`src/rtl/single_port_data_ram_pkg.sv`:
```
// Shared constants, types and helper functions for the data-memory stage.
package single_port_data_ram_pkg;

    localparam int DATA_WIDTH_DEF = 32;
    localparam int ADDR_WIDTH_DEF = 32;
    localparam int DMEM_DEPTH_DEF = 32;

    typedef logic [DATA_WIDTH_DEF-1:0] data_word_t;

    // Smallest w with 2**w >= n; used to size the word index.
    function automatic int unsigned dmem_clog2(input int unsigned n);
        int unsigned w;
        w = 32'd0;
        for (int i = 0; i < 32; i++) begin
            if ((33'd1 << i) < {1'b0, n}) begin
                w = 32'(i) + 32'd1;
            end
        end
        return w;
    endfunction

endpackage

```
`src/rtl/single_port_data_ram_if.sv`:
```
// Single-port data memory bus: shared address, write enable, write data and read data.
interface single_port_data_ram_if
    import single_port_data_ram_pkg::*;
#(
    parameter int ADDR_WIDTH = ADDR_WIDTH_DEF,
    parameter int DATA_WIDTH = DATA_WIDTH_DEF
);
    logic                  we;
    logic [ADDR_WIDTH-1:0] addr;
    logic [DATA_WIDTH-1:0] data;
    logic [DATA_WIDTH-1:0] q;

    modport master (output we, output addr, output data, input  q);
    modport slave  (input  we, input  addr, input  data, output q);
endinterface

```
`src/rtl/single_port_data_ram.sv`:
```
// Word-addressed single-port data RAM: synchronous write, registered read
// address, write-first, with an asynchronous clear of the whole array.
module single_port_data_ram
    import single_port_data_ram_pkg::*;
#(
    parameter int ADDR_WIDTH   = ADDR_WIDTH_DEF,
    parameter int DATA_WIDTH   = DATA_WIDTH_DEF,
    parameter int MEMORY_DEPTH = DMEM_DEPTH_DEF
) (
    input logic                   clk,
    input logic                   reset,
    single_port_data_ram_if.slave bus
);

    localparam int IDX_W = int'(dmem_clog2(MEMORY_DEPTH));
    // Depth widened by one bit so the range compare stays exact even when
    // MEMORY_DEPTH equals 2**ADDR_WIDTH.
    localparam logic [ADDR_WIDTH:0] DEPTH_EXT = (ADDR_WIDTH + 1)'(MEMORY_DEPTH);

    logic [DATA_WIDTH-1:0] r_mem [MEMORY_DEPTH];
    logic [IDX_W-1:0]      r_addr_q;
    logic                  r_addr_ok;

    logic                  w_in_range;
    logic [IDX_W-1:0]      w_idx;
    logic [DATA_WIDTH-1:0] w_q;

    // Upper address bits only feed the range check; they never alias onto a word.
    assign w_in_range = ({1'b0, bus.addr} < DEPTH_EXT);
    assign w_idx      = bus.addr[IDX_W-1:0];

    // Storage array: cleared on reset, written only for in-range addresses.
    always_ff @(posedge clk or posedge reset) begin
        if (reset) begin
            for (int i = 0; i < MEMORY_DEPTH; i++) begin
                r_mem[i] <= {DATA_WIDTH{1'b0}};
            end
        end else if (bus.we && w_in_range) begin
            r_mem[w_idx] <= bus.data;
        end
    end

    // Read address register and its range flag, captured every edge regardless of we.
    always_ff @(posedge clk or posedge reset) begin
        if (reset) begin
            r_addr_q  <= {IDX_W{1'b0}};
            r_addr_ok <= 1'b1;
        end else begin
            r_addr_q  <= w_idx;
            r_addr_ok <= w_in_range;
        end
    end

    // Read mux from the registered address; write-first falls out because the
    // array and the address register update on the same edge.
    always_comb begin
        w_q = {DATA_WIDTH{1'b0}};
        if (r_addr_ok) begin
            w_q = r_mem[r_addr_q];
        end else begin
            w_q = {DATA_WIDTH{1'b0}};
        end
    end

    assign bus.q = w_q;

endmodule

```
`src/flat_wrapper.sv`:
```
// flat-port wrapper written by rule: the top's interface ports become plain ports
module single_port_data_ram_flat import single_port_data_ram_pkg::*;
#(
    parameter int ADDR_WIDTH   = ADDR_WIDTH_DEF,
    parameter int DATA_WIDTH   = DATA_WIDTH_DEF,
    parameter int MEMORY_DEPTH = DMEM_DEPTH_DEF
)
  (clk, reset, bus_we, bus_addr, bus_data, bus_q);
  single_port_data_ram_if #(.ADDR_WIDTH(ADDR_WIDTH), .DATA_WIDTH(DATA_WIDTH)) bus_i ();
  input logic clk;
  input logic reset;
  input wire logic [$bits(bus_i.we)-1:0] bus_we;
  input wire logic [$bits(bus_i.addr)-1:0] bus_addr;
  input wire logic [$bits(bus_i.data)-1:0] bus_data;
  output wire logic [$bits(bus_i.q)-1:0] bus_q;
  assign bus_i.we = bus_we;
  assign bus_i.addr = bus_addr;
  assign bus_i.data = bus_data;
  assign bus_q = bus_i.q;
  single_port_data_ram #(.ADDR_WIDTH(ADDR_WIDTH), .DATA_WIDTH(DATA_WIDTH), .MEMORY_DEPTH(MEMORY_DEPTH)) u_core (.clk(clk), .reset(reset), .bus(bus_i));
endmodule
```
`config.mk`:
```
export PLATFORM = sky130hd
export DESIGN_NAME = single_port_data_ram_flat
export DESIGN_NICKNAME = d
export VERILOG_FILES = /design/src/rtl/single_port_data_ram_pkg.sv /design/src/rtl/single_port_data_ram_if.sv /design/src/rtl/single_port_data_ram.sv /design/src/flat_wrapper.sv
export SDC_FILE = /design/constraint.sdc
export NUM_CORES = 2
export LEC_CHECK = 0
export ABC_AREA = 1
export CAP_MARGIN = 0
export CORE_UTILIZATION = 60
export DETAILED_ROUTE_END_ITERATION = 8
export HOLD_SLACK_MARGIN = 0.15
export PLACE_DENSITY = 0.83
export RECOVER_POWER = 50
export SLEW_MARGIN = 20
export SYNTH_ARGS = -nofsm -noshare
export SYNTH_HDL_FRONTEND = slang
export SYNTH_SLANG_ARGS = --single-unit
```
`constraint.sdc`:
```
create_clock -name clk -period 99.8 [get_ports clk]
set_input_delay 19.96 -clock clk [delete_from_list [all_inputs] [get_ports clk]]
set_output_delay 19.96 -clock clk [all_outputs]
set_load 0.005 [all_outputs]
```
==> out/qor.yml <==
routing:
  detail-route-antenna-nets: 0
  vias: 53157
  drc_errors: 0
  drtIter0Drc: 9408
  wl_per_cell_um: 22.3
  dr.pass1.iters: 7
  totalWireLength_mm: 180
  viasPerCell: 6.61
synth:
  yosysWarnings: 0
  synth-async-reset-ratio_pct: 100
  syn_nets: 7255
  postSynthCellCount: 7188
  synth_most_common_cell: "nand2_1"
  netlist_top_cells_count: "3305 x nand2_1, 1029 x dfrtp_1, 1026 x nand4_1, 720 x nand3_1, 564 x clkbuf_1"
  synth.top_cell.area_share_pct: 48.8
  synth_top_cell_by_area: "dfrtp_1"
  ys_seq_area_share_pct: 48.9
  syn_area_per_cell_um2: 7.34
  synth_edf_count: 0
  ys.flop_type: "dfrtp_1"
  synth_area_um2: 52800
  synth_cell_types: 19
  synth.area.top_cells: "dfrtp_1 49%, nand2_1 24%, nand4_1 12%, nand3_1 6.8%, clkbuf_1 4.0%"
  ys_ff_latch: 1030
die:
  die_x_um: 299
  pin_count: 99
  fp.dieArea_um2: 89100
  core_um2: 86900
  start_util_pct: 60.7
  die_h_um: 299
  row_count: 108
run_status:
  outcome: "finished with violations"
  violations: "max-capacitance violations, max-slew violations"
job:
  max_cap_viol_count: 27
timing:
  grt_setup_unrepaired: "false"
  finClkSkew_ns: 0
  report.final.slew_viol_count: 1883
  relSlewSlack_pct: -544
  final-hold-violation-count: 0
  finalSetupViolCount: 0
  tightest_slew_ns: 9.66
  tns_ns: 0
  finalCritPeriodShare_pct: 36.1
  finalCriticalPeriod_ns: 36.07
  max_freq_mhz: 27.7
global_routing:
  track_usage_pct: 39.7
  grt_max_degree: 224
  antenna_found_initial: 5
  grt_pass1_wl_mm: 282
  grt_pass1_vias: 50334
  grt-ovfl-total: 0
critical_path:
  ff2ff_setup_slack_ns: 99.09
  worstReg2RegEnd: "u_core.r_mem[707]$_DFFE_PP0P_"
  worstSetupEndpointType: "flip-flop"
  reg2reg_depth: 2
  cp-startpoint: "bus_we"
  cp.required_ns: 100.39
  crit_type: "in2reg"
  setup.worst_path.start_class: "input port"
  crit-reg2reg-launch: "u_core.r_mem[707]$_DFFE_PP0P_"
  worstPathMaxFanout: 212
  worstPathArrival_ns: 36.65
  endpoint: "u_core.r_mem[409]$_DFFE_PP0P_"
cts:
  cts_sinks: 1030
  cts_resized: 0
  cts_root_buf: "clkbuf_16"
  cts_tree: "yes"
  cts_inserted_buffers: 105
  htreeDepth: 3
  clockBufferDepth: 3
  cts_setup_buffers: 0
  hold_buffers: 0
  clock_latency_ns: 0.67
  path_clk_slew_ns: 0.06
placement:
  placed_cells: 7842
  portBuffers: 98
  place.gp.congestion: 0.897
  placed_area_um2: 53400
  dp_hpwl_mm: 95.1
cells_and_area:
  instances_no_fill: 8037
  stdcell_area_um2: 56800
  area_growth_pct: 7.71
  nets: 6862
  drive_above_1_share_pct: 4.85
power:
  p_leak_nw: 29.3
  power_density_nw_per_um2: 15.7
  ir_drop_mv: 0.0156
min_path:
  hp-class: "reg2reg"
per-layer routing:
layer  global-route usage (%)  routed length [um]  part of all wire [%]
met5                    0.106                  87                 0.048
met4                     19.3                9200                   5.1
met3                     10.4               25600                    14
met2                     59.9               79600                    44
met1                     53.5               65000                    36
stage by stage:
step	hold slack [ns]	power [mW]	utilization [%]	worst slack (ns)
finish	0.466	0.890	65.4	63.73
detailed placement	0.453	0.491	61.5	75.17
global route	0.483	0.909	65.4	61.25
floorplan	0.437	0.467	-	50.86
CTS	0.468	0.887	65.5	74.43
global placement	0.447	0.491	61.5	75.16
state kept, by name, summed over array words and instances, names as in the netlist:
register,flops
u_core.r_mem,1024
u_core.r_addr_q,5
u_core.r_addr_ok,1
kinds of logic (layout without fill, tap and decap cells):
group           Yosys count  after routing  share of synthesized area (%)
compound gates           92             92                          0.873
buf+inv                 754            446                           5.88
flops                  1030           1030                           48.9
other cells               0              2                              0
simple gates           5312           5312                           44.4
cell type report:
cell class,instances,area [um^2]
Timing Repair Buffer,243,2050
Clock buffer,157,3170
Antenna cell,2,5.00
Fill cell,7291,30100
Clock inverter,35,332
Tap cell,1155,1450
Inverter,11,62.6
Sequential cell,1030,25800
Multi-Input combinational cell,5404,24000
worst max-delay path, stage by stage:
cell and delay [ns]:
clkbuf_1 4.17, clkbuf_1 2.98, clkbuf_1 1.62, clkbuf_1 6.80
nand4_1 0.56, nand2_1 0.33
cells in the final DEF, fill, tap and decap left out, drive strengths merged:
cell type	count
nand2	3305
dfrtp	1029
nand4	1026
nand3	720
nor2	259
clkbuf	184
buf	121
o21ai	90
clkdlybuf4s50	89
clkinv	23
inv	12
dlygate4sd3	6
clkinvlp	6
bufinv	5
diode	2
a21oi	2
nor3	2
dfstp	1
power by group:
group / switching (mW) / total (mW) / internal [mW]
combinational: 0.0552 / 0.0673 / 0.0121
clock: 0.172 / 0.404 / 0.232
sequential: 0.00163 / 0.419 / 0.418
total: 0.229 / 0.890 / 0.662
how the worst min path moves through the flow:
stage	slack, ns	endpoint	start	depth (start not counted)
finish	0.47	u_core.r_mem[787]$_DFFE_PP0P_	u_core.r_mem[787]$_DFFE_PP0P_	2
global route	0.48	u_core.r_mem[900]$_DFFE_PP0P_	u_core.r_mem[900]$_DFFE_PP0P_	2
floorplan	0.44	u_core.r_mem[643]$_DFFE_PP0P_	u_core.r_mem[643]$_DFFE_PP0P_	2
CTS	0.47	u_core.r_mem[787]$_DFFE_PP0P_	u_core.r_mem[787]$_DFFE_PP0P_	2
detailed placement	0.45	u_core.r_mem[718]$_DFFE_PP0P_	u_core.r_mem[718]$_DFFE_PP0P_	2
global placement	0.45	u_core.r_mem[793]$_DFFE_PP0P_	u_core.r_mem[793]$_DFFE_PP0P_	2
No activity file was read; power rests on OpenSTA's default activity.
